--- config.mk ---
export PLATFORM = sky130hd
export DESIGN_NAME = pipe_stage_reg
export DESIGN_NICKNAME = d
export VERILOG_FILES = /design/src/rtl/pipe_stage_reg.sv
export SDC_FILE = /design/constraint.sdc
export NUM_CORES = 1
export LEC_CHECK = 0
export BUFFER_PORTS_ARGS = -buffer_cell sky130_fd_sc_hd__buf_2
export CAP_MARGIN = 10
export CORE_MARGIN = 2
export CORE_UTILIZATION = 46
export DETAILED_ROUTE_END_ITERATION = 6
export PLACE_DENSITY = 0.81
export SETUP_SLACK_MARGIN = 0.2
export SYNTH_ARGS = -nofsm -noshare
export SYNTH_HDL_FRONTEND = slang
export SYNTH_SLANG_ARGS = --single-unit
--- constraint.sdc ---
create_clock -name clk -period 6.4 [get_ports clk]
set_input_delay 1.28 -clock clk [delete_from_list [all_inputs] [get_ports clk]]
set_output_delay 1.28 -clock clk [all_outputs]
set_load 0.01 [all_outputs]
--- src/rtl/pipe_stage_reg.sv ---
// Pipeline-stage register with valid/ready handshake, synchronous flush and saturating stall counter.
// Define PIPE_STAGE_REG_SKID_EN to add a skid entry so in_ready is decoded purely from state flops.
module pipe_stage_reg #(
  parameter int unsigned       WIDTH       = 128,
  parameter logic [WIDTH-1:0]  RESET_VALUE = {WIDTH{1'b0}},
  parameter int unsigned       CNT_WIDTH   = 16
) (
  input  logic                 clk,
  input  logic                 areset,
  input  logic                 flush,
  input  logic                 in_valid,
  output logic                 in_ready,
  input  logic [WIDTH-1:0]     in_data,
  output logic                 out_valid,
  input  logic                 out_ready,
  output logic [WIDTH-1:0]     out_data,
  input  logic                 clr_count,
  output logic [CNT_WIDTH-1:0] stall_count
);

  localparam logic [CNT_WIDTH-1:0] CntMax = {CNT_WIDTH{1'b1}};
  localparam logic [CNT_WIDTH-1:0] CntOne = {{(CNT_WIDTH-1){1'b0}}, 1'b1};

`ifdef PIPE_STAGE_REG_SKID_EN
  typedef enum logic [1:0] {StEmpty, StFull, StSkid} state_e;
`else
  typedef enum logic [0:0] {StEmpty, StFull} state_e;
`endif

  state_e               state_q;
  logic [WIDTH-1:0]     main_q;
  logic [CNT_WIDTH-1:0] stall_count_q;
`ifdef PIPE_STAGE_REG_SKID_EN
  logic [WIDTH-1:0]     skid_q;
`endif

  assign out_valid   = (state_q != StEmpty);
  assign out_data    = main_q;
  assign stall_count = stall_count_q;

`ifdef PIPE_STAGE_REG_SKID_EN
  assign in_ready = (state_q != StSkid);
`else
  assign in_ready = ~out_valid | out_ready;
`endif

  always_ff @(posedge clk or posedge areset) begin
    if (areset) begin
      state_q <= StEmpty;
      main_q  <= RESET_VALUE;
`ifdef PIPE_STAGE_REG_SKID_EN
      skid_q  <= RESET_VALUE;
`endif
    end else if (flush) begin
      // Both entries are discarded; data registers keep their stale contents.
      state_q <= StEmpty;
    end else begin
      case (state_q)
        StEmpty: begin
          if (in_valid) begin
            state_q <= StFull;
            main_q  <= in_data;
          end
        end
        StFull: begin
          if (out_ready) begin
            if (in_valid) begin
              main_q <= in_data;
            end else begin
              state_q <= StEmpty;
            end
          end
`ifdef PIPE_STAGE_REG_SKID_EN
          else if (in_valid) begin
            state_q <= StSkid;
            skid_q  <= in_data;
          end
`endif
        end
`ifdef PIPE_STAGE_REG_SKID_EN
        StSkid: begin
          if (out_ready) begin
            state_q <= StFull;
            main_q  <= skid_q;
          end
        end
`endif
        default: state_q <= StEmpty;
      endcase
    end
  end

  always_ff @(posedge clk or posedge areset) begin
    if (areset) begin
      stall_count_q <= '0;
    end else if (clr_count) begin
      stall_count_q <= '0;
    end else if (out_valid && !out_ready && (stall_count_q != CntMax)) begin
      stall_count_q <= stall_count_q + CntOne;
    end
  end

endmodule

Yosys cells after proc, flatten, opt, wreduce, memory -nomap -nowiden --
Cells that the tools add are included.
Word-level totals: register bits 145, bits in latches 0, bits in writable memories 0, memory bits (read-only) 0, input bits 134, output and inout bits 146, logic and storage cells 23, memories 0
Operators by class: add/sub/neg operators 1, multiply operators 0, divide/modulo/power cells 0, $lt $le $gt $ge 0, equality and inequality tests 2, shift-type cells 0, multiplexer cells 9, bitwise operators 3, reduce and logical (&&, ||, !) cells 5
Operators by type and width (count):
- $mux 128 | 2
- $pmux 128 s2 | 1
- $mux 16 | 2
- $add 16x1->16 const B | 1
- $ne 16x16->1 const B | 1
- $mux 1 | 3
- $logic_and 1x1->1 | 2
- $ne 2x2->1 const B | 1
- $not 1->1 | 2
- $pmux 1 s2 | 1
- $reduce_and 2->1 | 1
- $reduce_bool 2->1 | 1
- $logic_not 1->1 | 1
- $or 1x1->1 | 1

Depth between registers and ports, before layout --
word-level depth 5, depth in mapped cells 6, depth with buffers taken out 5

Worst setup path before layout --
No wires, ideal clock.
path kind input-to-output, from in out_ready, to out in_ready, data arrival time 1549 ps, data required time 5120 ps, slack 3571 ps, stages 2, buffers on the path 1, cell sequence nand2b_1 > buf_4
Between the ends: cells in the longest elaborated chain, start to end 1
RTL lines:
- from (decl) | line 15 | input logic out_ready,
- $or 1x1->1 | line 44 | assign in_ready = ~out_valid | out_ready;
- to (decl) | line 12 | output logic in_ready,
No other way between the ends.

Worst setup path in the final report --
Same ends and word-level chain as after synthesis.

==> key figures <==
Run status
  • Status: complete, no violations

Timing
  • Worst-Margin Slew: 934 ps
  • Setup Viol. Count Final: 0
  • Relative slew slack: ~38%
  • Final hold violations: 0
  • Worst Skew: between 8 and 9 ps
  • Fin crit share: 48.0%
  • Max-slew violation count: 0
  • Fmax: 326 MHz
  • Minimum clock period: 3070 ps
  • Unrepaired setup endpoints after global routing: false
  • Setup tns final: 0 ps

Logic synthesis
  • Post-synthesis cell type count: 38
  • Ys async rst share: 100%
  • Top-count cell post-synth: dfrtp_1
  • Top_reg_cell synth: dfrtp_1
  • Syn Inst Count: roughly 380
  • Synthesis-stage register bit count: approximately 150
  • Mean Syn Cell Area: 15.6 um2
  • Post-synthesis sequential area ratio: 62.2%
  • Top-area cell type share of the netlist area: 62.2%
  • Synth Warn #: 0
  • Synth area leader: dfrtp_1
  • Syn Std Cell Area: 5840 um2
  • Number of synthesized flops with an enable pin: 0
  • Syn nets: 510
  • Area contributors post-synth: dfrtp_1 62%, mux2_2 25%, buf_6 3.1%
  • Synth top cells by count: 145 x dfrtp_1, 128 x mux2_2, 16 x buf_6

Clocking
  • CTS root buf: clkbuf_16
  • Latest clock arrival within the worst-skew pair: 410 ps
  • CTS resizes: 0
  • CTS tree: done
  • Clock Tree Buf Depth: 2
  • Worst-path clk slew: 60 ps
  • Post-CTS Hold Fix Bufs: 0
  • Cts bufs inserted: 17
  • Post-CTS setup buffer count: 0
  • H-tree depth: 4
  • Sink Count: 145

Cells and area
  • Area occupied by multi-input gates: 1990 um2
  • Final net count: 791
  • Register area: approximately 3600 um2
  • Fillers: roughly 970
  • Area grow syn2layout: 34.7%
  • Share of post-route cells with drive strength above 1: 67.1%
  • Ant diodes: 0

Routing
  • Wirelength per Cell: ~16 um
  • Number of antenna-violating nets in the routed design: 0
  • First-iteration detailed-routing DRC count: 198
  • DR vias: 4182
  • Vias per inst: 4.97
  • # DRC: 0
  • DRT Wirelength: 13600 um
  • First-pass DRT Iterations: 4

Die
  • Placement row count: 41
  • Die height: 117 um
  • Die area: 13600 um2
  • DIE WIDTH: 117 um
  • Starting Density: between 40% and 50%
  • I/O pins: 280
  • CORE AREA: approximately 13000 um2

Global routing
  • Overflow after GRT: 0
  • Largest net degree at the start of global routing: 78
  • Antenna violations before repair: 0
  • First-pass GRT wire length: 19900 um
  • Vias in the first global route: 4117
  • GR Util All Layers: 19.2%

Placement
  • Port buffer count: between 200 and 300
  • HPWL reported at the end of detailed placement: 9780 um
  • Global placer's final weighted congestion: around 0.79

Power
  • Total Power: 2.55 mW
  • Leak: 3.85 nW
  • PwrDens: 325 nW/um2
  • Maximum VDD drop: 0.183 mV

Setup path
  • Arr. time, crit path: between 1500 and 2000 ps
  • Critical path class: in -> out
  • Critical Path RT: around 5100 ps
  • Crit-path max FO: 7
  • Crit path launch type: input port
  • Nature of the critical path endpoint: output port

Worst hold path
  • Hold Crit Class: reg -> reg

Flow run
  • Max Cap Violations: 0
## final timing paths
path | from | endpoint | slack (ps) | cells past startpoint
setup / recovery | out_ready | in_ready | 3330 | 3
hold / removal | out_data[15] | out_data[15] | 500 | 1
setup reg to reg | out_valid | out_data[62] | 4240 | 4
hold reg to reg | out_data[15] | out_data[15] | 500 | 1
max in group asynchronous | areset | out_data[15] | 4070 | 3
min in group asynchronous | areset | out_data[1] | 940 | 2
## flip-flops by register name (all words and copies together) (netlist names)
signal	count
out_data	128
out_valid	1
stall_count	16
## power by group
group	switching (mW)	internal (mW)	total, mW
Clock	0.376	0.594	0.970
Sequential	0.0698	1.06	1.13
Combinational	0.219	0.239	0.458
## worst max-delay path: stages
cell and delay, ps:
buf_2 110, nand2b_1 220, buf_2 180
## area by class of cell
class / count / share of cell area, %
well taps: 172 / 2.74
repair buffers: 282 / 18.0
clock buffers: 20 / 5.81
inverters: 5 / 0.302
flip-flops and latches: 145 / 46.1
clock inverters: 12 / 1.69
multi-input cells: 205 / 25.3
## logic make-up (layout without fill, tap and decap cells)
family,after synthesis,in the layout,share of synthesized area (%)
flip-flops,145,145,62.2
multiplexers,129,129,24.9
AND/OR/NAND/NOR,44,44,5.40
AO/OA/AOI/OAI,31,31,3.62
buffers and inverters,25,319,3.75
adder cells (fa/ha/maj),1,1,0.214
## layer usage
| metal | up-vias | part of all wire (%) | GRT usage [%] |
|---|---|---|---|
| li1 | 1931 | - | - |
| met2 | 194 | 51 | 32.3 |
| met3 | 28 | 8.1 | 6.75 |
| met5 | - | 0 | 0 |
| met4 | 0 | 2.0 | 8.47 |
| met1 | 2029 | 39 | 22.3 |
## stage by stage
stage,utilization [%],worst slack [ps],cell area [um2],instances,hold WS (ps)
2_1_floorplan,-,1230,5840,375,548
3_3_place_gp,58.1,3330,7280,809,484
3_5_place_dp,58.1,3250,7280,809,489
4_1_cts,62.8,3330,7870,841,503
5_1_grt,62.8,3280,7870,841,514
6_report,62.8,3330,7870,841,499
## cells in the final DEF (no fill, tap or decap), types with 3 or more instances in the layout
master      instances
nand3_1             5
o21ai_0             5
nor2_1              3
a21oi_1            10
dfrtp_1           145
inv_1               4
nor3_1              5
and3_1              3
or3_1               4
clkbuf_16          17
buf_2             279
o41ai_1             6
o311ai_0            4
mux2_2            128
buf_4               3
clkinvlp_4          6
nand2_1             7
Note: power is estimated with default switching activity, not from simulation.
